--- src/rtl/uart_rx_sampler.sv ---
// 8N1 UART receiver with 16x oversampling, 2-FF input sync,
// start-bit glitch rejection and framing-error detection.
module uart_rx_sampler #(
    parameter int CLK_FREQ   = 50000000,
    parameter int BAUD_RATE  = 19200,
    parameter int OVERSAMPLE = 16,
    parameter int NB_DATA    = 8
) (
    input  logic               i_clk,
    input  logic               i_reset,
    input  logic               i_rx,
    output logic [NB_DATA-1:0] o_rx_data,
    output logic               o_rx_done,
    output logic               o_frame_err,
    output logic               o_busy
);

    localparam int DIVISOR = CLK_FREQ / (BAUD_RATE * OVERSAMPLE);
    localparam int CW = (DIVISOR > 1) ? $clog2(DIVISOR) : 1;
    localparam int NW = (NB_DATA > 1) ? $clog2(NB_DATA) : 1;
    localparam logic [CW-1:0] CNT_MAX = CW'(DIVISOR - 1);
    localparam logic [NW-1:0] N_LAST = NW'(NB_DATA - 1);

    typedef enum logic [2:0] {
        IDLE,
        START,
        DATA,
        STOP,
        WAIT_HIGH
    } state_t;

    state_t             state;
    logic [CW-1:0]      cnt;
    logic               tick;
    logic [1:0]         sync;
    logic               rx_s;
    logic [3:0]         s;
    logic [NW-1:0]      n;
    logic [NB_DATA-1:0] shreg;

    // Free-running baud tick, deliberately not phase-locked to the start edge
    always_ff @(posedge i_clk) begin
        if (i_reset) begin
            cnt <= '0;
        end else if (cnt == CNT_MAX) begin
            cnt <= '0;
        end else begin
            cnt <= cnt + 1'b1;
        end
    end

    assign tick = (cnt == CNT_MAX);

    always_ff @(posedge i_clk) begin
        if (i_reset) begin
            sync <= 2'b11;
        end else begin
            sync <= {sync[0], i_rx};
        end
    end

    assign rx_s   = sync[1];
    assign o_busy = (state != IDLE);

    always_ff @(posedge i_clk) begin
        if (i_reset) begin
            state       <= IDLE;
            s           <= '0;
            n           <= '0;
            shreg       <= '0;
            o_rx_data   <= '0;
            o_rx_done   <= 1'b0;
            o_frame_err <= 1'b0;
        end else begin
            o_rx_done   <= 1'b0;
            o_frame_err <= 1'b0;
            unique case (state)
                IDLE: begin
                    if (!rx_s) begin
                        state <= START;
                        s     <= '0;
                    end
                end
                START: begin
                    if (tick) begin
                        if (s == 4'd7) begin
                            s     <= '0;
                            n     <= '0;
                            state <= rx_s ? IDLE : DATA;
                        end else begin
                            s <= s + 1'b1;
                        end
                    end
                end
                DATA: begin
                    if (tick) begin
                        if (s == 4'd15) begin
                            s     <= '0;
                            shreg <= {rx_s, shreg[NB_DATA-1:1]};
                            if (n == N_LAST) begin
                                state <= STOP;
                            end else begin
                                n <= n + 1'b1;
                            end
                        end else begin
                            s <= s + 1'b1;
                        end
                    end
                end
                STOP: begin
                    if (tick) begin
                        if (s == 4'd15) begin
                            s <= '0;
                            if (rx_s) begin
                                o_rx_data <= shreg;
                                o_rx_done <= 1'b1;
                                state     <= IDLE;
                            end else begin
                                o_frame_err <= 1'b1;
                                state       <= WAIT_HIGH;
                            end
                        end else begin
                            s <= s + 1'b1;
                        end
                    end
                end
                // A held-low line (break) must not look like a new start
                WAIT_HIGH: begin
                    if (rx_s) begin
                        state <= IDLE;
                    end
                end
                default: state <= IDLE;
            endcase
        end
    end

endmodule

--- config.mk ---
export PLATFORM = sky130hd
export DESIGN_NAME = uart_rx_sampler
export DESIGN_NICKNAME = d
export VERILOG_FILES = /design/src/rtl/uart_rx_sampler.sv
export SDC_FILE = /design/constraint.sdc
export NUM_CORES = 1
export LEC_CHECK = 0
export ABC_AREA = 1
export BUFFER_PORTS_ARGS = -buffer_cell sky130_fd_sc_hd__buf_4
export CORE_ASPECT_RATIO = 1.1
export CORE_MARGIN = 3
export CORE_UTILIZATION = 66
export CTS_BUF_LIST = sky130_fd_sc_hd__clkbuf_2 sky130_fd_sc_hd__clkbuf_4 sky130_fd_sc_hd__clkbuf_8
export DETAILED_ROUTE_END_ITERATION = 10
export GPL_TIMING_DRIVEN = 0
export PLACE_DENSITY = 0.86
export SETUP_SLACK_MARGIN = 0.05
export SYNTH_ARGS = -nofsm -noshare
export SYNTH_HDL_FRONTEND = slang
export SYNTH_SLANG_ARGS = --single-unit
--- constraint.sdc ---
create_clock -name i_clk -period 3.2 [get_ports i_clk]
set_input_delay 0.16 -clock i_clk [delete_from_list [all_inputs] [get_ports i_clk]]
set_output_delay 0.16 -clock i_clk [all_outputs]
set_load 0.05 [all_outputs]
* Word-level counts from Yosys, hierarchy flattened
Index checks and enable logic that the tools add are counted.
Storage, ports and cells: output and inout bits 11, bits of input ports 3, logic and storage cells 72, register bits after elaboration 38
Operators by class: reduce and logical (&&, ||, !) cells 12, multiplexer cells 26, $add $sub $neg 3, bitwise operators 3, eq/ne operators 19
Operator list (number):
- 3-bit two-way mux | 15
- 4-bit two-way mux | 5
- 2-bit != test, second input constant | 10
- 3-bit case mux with 5 select lines | 1
- 4-bit case mux with 3 select lines | 1
- 9-bit AND reduction | 1
- 8-bit by 1-bit adder with 8-bit output, second input constant | 1
- 8-bit equality test, second input constant | 1
- 4-bit AND reduction | 2
- 3-bit by 2-bit equality test with 1-bit output, second input constant | 2
- 3-bit equality test, second input constant | 2
- 3-bit case mux with 2 select lines | 1
- 6-bit AND reduction | 1
- 3-bit nonzero test | 2
- 4-bit by 1-bit adder with 4-bit output, second input constant | 1
- 4-bit by 3-bit equality test with 1-bit output, second input constant | 1
- 4-bit equality test, second input constant | 1
- 2-bit OR reduction | 2
- 4-bit OR reduction | 1
- 3-bit by 1-bit adder with 3-bit output, second input constant | 1
- 3-bit by 1-bit equality test with 1-bit output, second input constant | 1
- 3-bit logical NOT | 1
- 1-bit inverter | 3
- 3-bit AND reduction | 1
- other kinds (4) | 5

* Logic depth before layout (Yosys ltp)
Gate-level depths: netlist of run 1.
depth after elaboration 5, gate-level depth with buffers 11, depth with buffers taken out 11

* Worst setup path after synthesis of run 1
OpenSTA, ideal clock, no wires.
path type flip-flop to flip-flop, start point register state[0], end point register s[3], arrival 1302 ps, path slack 1780 ps, required time 3082 ps, path buffers 0, stages on the path, launching flop included 7, period minus slack after synthesis 1420 ps, setup time 118 ps, path through dfxtp_1 > nor2_2 > nand2_2 > o22ai_2 > nand3_1 > nand2_1 > nor2_1
Between the ends: longest elaborated chain between the ends 4, elaborated cells on any way between the ends 11, those cells by class eq/ne: 6; mux: 1; reduce/logical: 4
RTL lines:
- start, declared | line 32 | state_t state;
- start signal, assigned | line 89 | state <= rx_s ? IDLE : DATA;
- 3-bit by 2-bit equality test with 1-bit output | line 77 | unique case (state)
- 2-bit OR reduction (no source line)
- 2-bit by 1-bit != test with 1-bit output (no source line) or 3-bit nonzero test (tied branches)
- 4-bit AND reduction (no source line)
- end signal, assigned | line 91 | s <= s + 1'b1;
- end signal, assigned | line 106 | s <= s + 1'b1;
- end signal, assigned | line 123 | s <= s + 1'b1;
- end, declared | line 37 | logic [3:0] s;
Parallel ways exist; a longest one is shown, timed or not. A chain may end at the register's enable or synchronous reset.

* Worst setup path after layout of run 1
start point register cnt[0], end point register shreg[2]
Between the ends: longest elaborated chain between the ends 2
RTL lines:
- start, declared | line 33 | logic [CW-1:0] cnt;
- start signal, assigned | line 48 | cnt <= cnt + 1'b1;
- 8-bit equality test | line 52 | assign tick = (cnt == CNT_MAX);
- 3-bit AND reduction (no source line)
- end signal, assigned | line 99 | shreg <= {rx_s, shreg[NB_DATA-1:1]};
- end, declared | line 39 | logic [NB_DATA-1:0] shreg;
Every way passes these cells.

==> impl_metrics.tcl, run 1 <==
set metrics [dict create \
    outcome "finished, final reports clean" \
    drive_above_1_share_pct 21.3 \
    fmax_ghz 0.612 \
    fin_nets 270 \
    ff2ff_path_depth 8 \
    dr.pass1.iters 4 \
    ys.flop_type "dfxtp_1" \
    worstPathMaxFanout 10 \
    design_area_um2 2060 \
    syn_inst 241 \
    start_kind "flip-flop" \
    vias_per_cell 5.21 \
    crit_required_ps 3430 \
    wl_per_cell_um 11.2 \
    ys_seq_elements 38 \
    drv_cap 0 \
    synth_edf_count 0 \
    io_buffers 13 \
    cts.path.max_buffers 2 \
    path_class "flip-flop to flip-flop" \
    htree_levels 2 \
    antenna_cells 0 \
    place_area_um2 1980 \
    die_area_um2 3470 \
    fin_skew_ps 14.6 \
    rows 19 \
    period_minus_slack_ps 1630 \
    multi_input_area_um2 966 \
    critPathArrivalTime_ps 1870 \
    p_leak_uw 0.000936 \
    reg2reg_to "shreg[2]$_SDFFE_PP0P_" \
    whs_endpoint "s[2]$_SDFFE_PP0P_" \
    fin_crit_sh_pct 51.1 \
    area.growth.synth_to_final_pct 11.4 \
    finalHoldViolCount 0 \
    power_density_nw_per_um2 700 \
    end_kind "flip-flop" \
    reg2reg_from "cnt[0]$_SDFF_PP0_" \
    ioPinCount 14 \
    yosysSeqAreaShare_pct 41.2 \
    final_cell_mix "46 x nor2_1, 40 x nand2_1, 38 x dfxtp_1, 20 x inv_1, 14 x o21ai_0" \
    r2r_slack_ps 1570 \
    fp.dieW_um 56.4 \
    grt_usage_pct 20.4 \
    routed_wirelength_mm 3.29 \
    slew_viol_final 0 \
    synth_area_per_cell_um2 7.66 \
    num-fill-cells 199 \
    dp_slack_ps 1560 \
    grt_max_degree 13 \
    tightest_slew_ps 349 \
    clk_pin_slew_ps 120 \
    synthesis.area_um2 1850 \
    final_common_cell "nor2_1" \
    max-slew-margin-rel_pct 76.7 \
    syn_nets 249 \
    rsz0062_at_grt "false" \
    min_path_type "primary input to flip-flop" \
    hpwl_mm 2.35 \
    overflow 0 \
    fp.dieH_um 61.5 \
    cts_tree "built" \
    gp_congestion 0.785 \
    cts-root-buf "clkbuf_4" \
    grt_pass1_vias 1325 \
    regArea_um2 761 \
    min_delay_path_depth 2 \
    vias 1533 \
    antenna_found_initial 0 \
    setup_tns_ps 0 \
    peakVddDrop_mv 0.543 \
    setup-violations-final 0 \
    yosys_warnings 0 \
    post_cts_buffers 0 \
    cts_buffers 5 \
    drt_first_iter_violations 52 \
    hp-start "i_reset" \
    cts.sink_count 38 \
    async_flop_share_pct 0 \
    ys_types 34 \
    drc 0 \
    postRouteAntennaNets 0 \
    core_area_um2 2590 \
    start_util_pct 71.3 \
    grt_pass1_wl_mm 5.62 \
    setup_slack_ps 1570 \
    clock_latency_ps 340 \
]
==> how the worst max path moves through the flow <==
stage,from,endpoint,slack (ps),cells past startpoint
2_1_floorplan,state[0]$_SDFFE_PP0P_,s[3]$_SDFFE_PP0P_,1780,6
3_3_place_gp,cnt[0]$_SDFF_PP0_,shreg[0]$_SDFFE_PP0P_,1610,8
3_5_place_dp,cnt[0]$_SDFF_PP0_,shreg[2]$_SDFFE_PP0P_,1560,8
4_1_cts,cnt[0]$_SDFF_PP0_,shreg[2]$_SDFFE_PP0P_,1550,8
5_1_grt,cnt[0]$_SDFF_PP0_,shreg[3]$_SDFFE_PP0P_,1370,8
6_report,cnt[0]$_SDFF_PP0_,shreg[2]$_SDFFE_PP0P_,1570,8
==> kinds of logic after synthesis <==
logic type / count (synthesis) / share of synthesized area [%]
adders and majority gates: 5 / 3.39
buffers and inverters: 29 / 6.50
AOI/OAI and AO/OA: 41 / 12.6
xor gates and xnor gates: 3 / 1.42
and+or+nand+nor: 125 / 34.9
DFF: 38 / 41.2
==> synth_stat cells (2+ instances only) <==
master	number	area, um2
nand2_2	4	25.0
nor2_2	4	25.0
nor3_1	2	10.0
o21ai_0	14	70.1
nand4_1	2	12.5
nand3_2	2	20.0
ha_1	5	62.6
dfxtp_1	38	761
nor2_1	46	173
xor2_1	2	17.5
nor2_4	4	45.0
nor3b_1	2	15.0
nand3_1	8	40.0
nand2_4	5	56.3
a21oi_1	13	65.1
inv_1	20	75.1
inv_2	5	18.8
nand2_1	40	150
or2_2	2	12.5
o21ai_1	9	45.0
==> sequential cells by signal (all words and copies together), names as in the netlist <==
register / flops
state: 3
n: 3
o_rx_done: 1
o_rx_data: 8
s: 4
shreg: 8
o_frame_err: 1
sync: 2
cnt: 8
==> what timing repair did <==
action / CTS / global route
hold buffers: 1 / 0
endpoints found under the hold margin: 1 / 0
resized for setup: 0 / 0
==> stage by stage <==
| step | std cells | total power [uW] | hold slack, ps | util [%] |
|---|---|---|---|---|
| 4_1_cts | 294 | 1440 | 5.49 | 79.4 |
| 2_1_floorplan | 241 | 1080 | 229 | - |
| 3_3_place_gp | 285 | 1170 | 348 | 76.5 |
| 5_1_grt | 294 | 1540 | 3.56 | 79.4 |
| 6_report | 294 | 1440 | 9.75 | 79.4 |
| 3_5_place_dp | 285 | 1180 | 352 | 76.5 |
==> where the power goes <==
group | internal (uW) | switching (uW)
clock | 106 | 156
combinational | 215 | 408
sequential | 511 | 43.3
total | 832 | 608
==> cell type report <==
type | count | area share (%)
multi-input combinational | 174 | 47.0
sequential | 38 | 37.0
timing repair buffer | 14 | 5.23
inverter | 26 | 4.74
clock buffer | 6 | 2.49
tap | 31 | 1.89
buffer | 3 | 1.09
clock inverter | 2 | 0.608
==> per-layer routing <==
layer | vias up | part of all wire, % | global-route usage [%]
met5 | - | 0 | 0
met4 | 0 | 0.94 | 7.46
met3 | 5 | 3.0 | 4.61
met2 | 28 | 49 | 34.3
met1 | 688 | 47 | 25.9
li1 | 812 | - | -
==> critical path, cell delays in order, from the launching register on <==
cell     delay [ps]
dfxtp_1         390
ha_1            160
nand2_1          50
nor2_1          180
nand2_4         140
nor3_4          310
inv_2           130
nor2_1          120
nor2_1           60
(Power assumes the default switching activity.)
==> inputs of run 2 (changes only) <==
Settings changed: ABC_AREA 1 to 0, CORE_UTILIZATION 66 to 55, PLACE_DENSITY 0.86 to 0.77.
Clock period 3.2 ns to 1.35 ns, I/O delays scaled along.
==> impl_metrics.tcl, run 2 <==
set metrics [dict create \
    clock_latency_ps 340 \
    final_cell_mix "30 x dfxtp_1, 25 x buf_4, 21 x nor2_1, 18 x mux2i_1, 9 x buf_6" \
    io_buffers 13 \
    area.growth.synth_to_final_pct 35.5 \
    syn_nets 180 \
    finalHoldWorstSlack_ps 50.3 \
    postRouteAntennaNets 0 \
    synth_area_per_cell_um2 9.54 \
    slew_viol_final 0 \
    wl_per_cell_um 15.4 \
    clk_pin_slew_ps 110 \
    drive_above_1_share_pct 43.4 \
    utilization_pct 79.4 \
    start_util_pct 58.6 \
    setup.worst_path.end "n[1]$_SDFFE_PP0P_" \
    peakVddDrop_mv 0.989 \
    antenna_cells 0 \
    setup-violations-final 36 \
    overflow 0 \
    min_delay_path_depth 3 \
    rows 20 \
    largest_registers "cnt x8, o_rx_data x8, shreg x8" \
    synthesis.area_um2 1640 \
    vias 1383 \
    gp_congestion 0.829 \
    finalHoldViolCount 0 \
    fp.dieH_um 63.3 \
    worstPathMaxFanout 5 \
    period_minus_slack_ps 1910 \
    synth_common_cells "38 x dfxtp_1, 29 x nor2_1, 18 x mux2i_1" \
    reg2reg_from "n[0]$_SDFFE_PP0P_" \
    drc 0 \
    yosysTopAreaCell "dfxtp_1" \
    setup_slack_ps -562 \
    routed_wirelength_mm 3.77 \
    ioPinCount 14 \
    dr.pass1.iters 4 \
    ys_seq_elements 38 \
    fp.dieW_um 58.1 \
    drt_first_iter_violations 51 \
    fin_skew_ps 4.98 \
    cts_tree "built" \
    ys_types 36 \
    p_leak_uw 0.000886 \
    tightest_slew_ps 476 \
    ff2ff_path_depth 7 \
    core_area_um2 2800 \
    antenna_found_initial 0 \
    p_total_uw 2100 \
    cts-root-buf "clkbuf_4" \
    num-fill-cells 174 \
    grt_pass1_vias 1387 \
    cp-startpoint "n[0]$_SDFFE_PP0P_" \
    cts_buffers 5 \
    synth_edf_count 0 \
    drv_cap 0 \
    synth.area.top_cells "dfxtp_1 46%, mux2i_1 11%, nor2_1 6.6%, ha_1 3.8%, xor2_1 3.2%" \
    yosysSeqAreaShare_pct 46.3 \
    final_common_cell "dfxtp_1" \
    synth_top_area_share_pct 46.3 \
    hp-start "i_reset" \
    start_kind "flip-flop" \
    r2r_slack_ps -560 \
    max-slew-margin-rel_pct 68.3 \
    syn_inst 172 \
    fmax_ghz 0.523 \
    cts.sink_count 38 \
    critPathArrivalTime_ps 2180 \
    synth_most_common_cell "dfxtp_1" \
    hpwl_mm 2.19 \
    die_area_um2 3680 \
    fin_nets 220 \
    async_flop_share_pct 0 \
    ys.flop_type "dfxtp_1" \
    crit_required_ps 1620 \
    grt_usage_pct 21.8 \
    cts.path.max_buffers 2 \
    htree_levels 2 \
    vias_per_cell 5.64 \
    power_density_nw_per_um2 945 \
    rsz0062_at_grt "true" \
    yosys_warnings 0 \
    fin_crit_sh_pct 142 \
    grt_pass1_wl_mm 6.19 \
    grt_max_degree 13 \
    outcome "finished, violations left" \
    end_kind "flip-flop" \
    path_class "flip-flop to flip-flop" \
    min_path_type "primary input to flip-flop" \
    failed_checks "negative setup slack" \
    reg2reg_to "n[1]$_SDFFE_PP0P_" \
]
run 2: per-layer routing:
metal	wire (um)	global-route usage [%]	part of all wire (%)
met5	0	0	0
met4	74	8.12	2.0
met3	120	6.15	3.2
met2	1950	38.3	52
met1	1620	24.5	43
run 2: area by class of cell:
class / instances / area, um2 / share of cell area (%)
repair buffers: 33 / 285 / 12.8
inverters: 4 / 15.0 / 0.675
clock inverters: 2 / 15.0 / 0.675
clock buffers: 5 / 37.5 / 1.69
well taps: 33 / 41.3 / 1.86
plain buffers: 7 / 58.8 / 2.64
flip-flops and latches: 38 / 781 / 35.1
multi-input cells: 123 / 991 / 44.5
run 2: what timing repair did:
action	in CTS	in global routing
setup endpoints to repair	36	36
resized for setup	31	21
setup buffers	13	6
hold endpoints to repair	1	0
cloned	1	0
pin swaps	17	11
hold buffers	1	0
run 2: critical path, stage by stage, from the launching register on:
cell and delay (ps):
dfxtp_4 370, ha_4 160, ha_4 150, or3b_4 360, a21oi_2 150, nand3_2 120, or3_4 390, a21oi_2 140
run 2: kinds of logic (layout without fill, tap and decap cells):
| logic type | after synthesis | in the layout | synth area share [%] |
|---|---|---|---|
| AO/OA/AOI/OAI | 17 | 17 | 6.33 |
| XOR/XNOR | 7 | 7 | 3.73 |
| adder cells (fa/ha/maj) | 5 | 5 | 3.81 |
| buffers and inverters | 11 | 51 | 3.28 |
| flip-flops | 38 | 38 | 46.3 |
| multiplexers | 19 | 19 | 11.7 |
| AND/OR/NAND/NOR | 75 | 75 | 24.8 |
run 2: worst min path at each step:
| stage | slack (ps) | end |
|---|---|---|
| after global placement | 260 | sync[0]$_SDFF_PP1_ |
| after detailed placement | 260 | sync[0]$_SDFF_PP1_ |
| after floorplan | 170 | sync[0]$_SDFF_PP1_ |
| final | 50 | state[2]$_SDFFE_PP0P_ |
| after global routing | 20 | state[2]$_SDFFE_PP0P_ |
| after CTS | 20 | state[2]$_SDFFE_PP0P_ |
run 2: per-stage QoR:
step / cell area (um2) / std cells / TNS (ps) / setup slack (ps)
after floorplan: 1680 / 172 / -6440 / -438
after global placement: 1820 / 218 / -9540 / -519
after detailed placement: 1820 / 218 / -10390 / -532
after CTS: 2120 / 240 / -8930 / -507
after global routing: 2220 / 245 / -12180 / -661
final: 2220 / 245 / -9830 / -562
run 2: report_power, final:
| part | total, uW | switching, uW | internal (uW) |
|---|---|---|---|
| clock network | 558 | 365 | 192 |
| registers | 1160 | 20.9 | 1140 |
| logic | 385 | 214 | 171 |
| total | 2100 | 600 | 1500 |
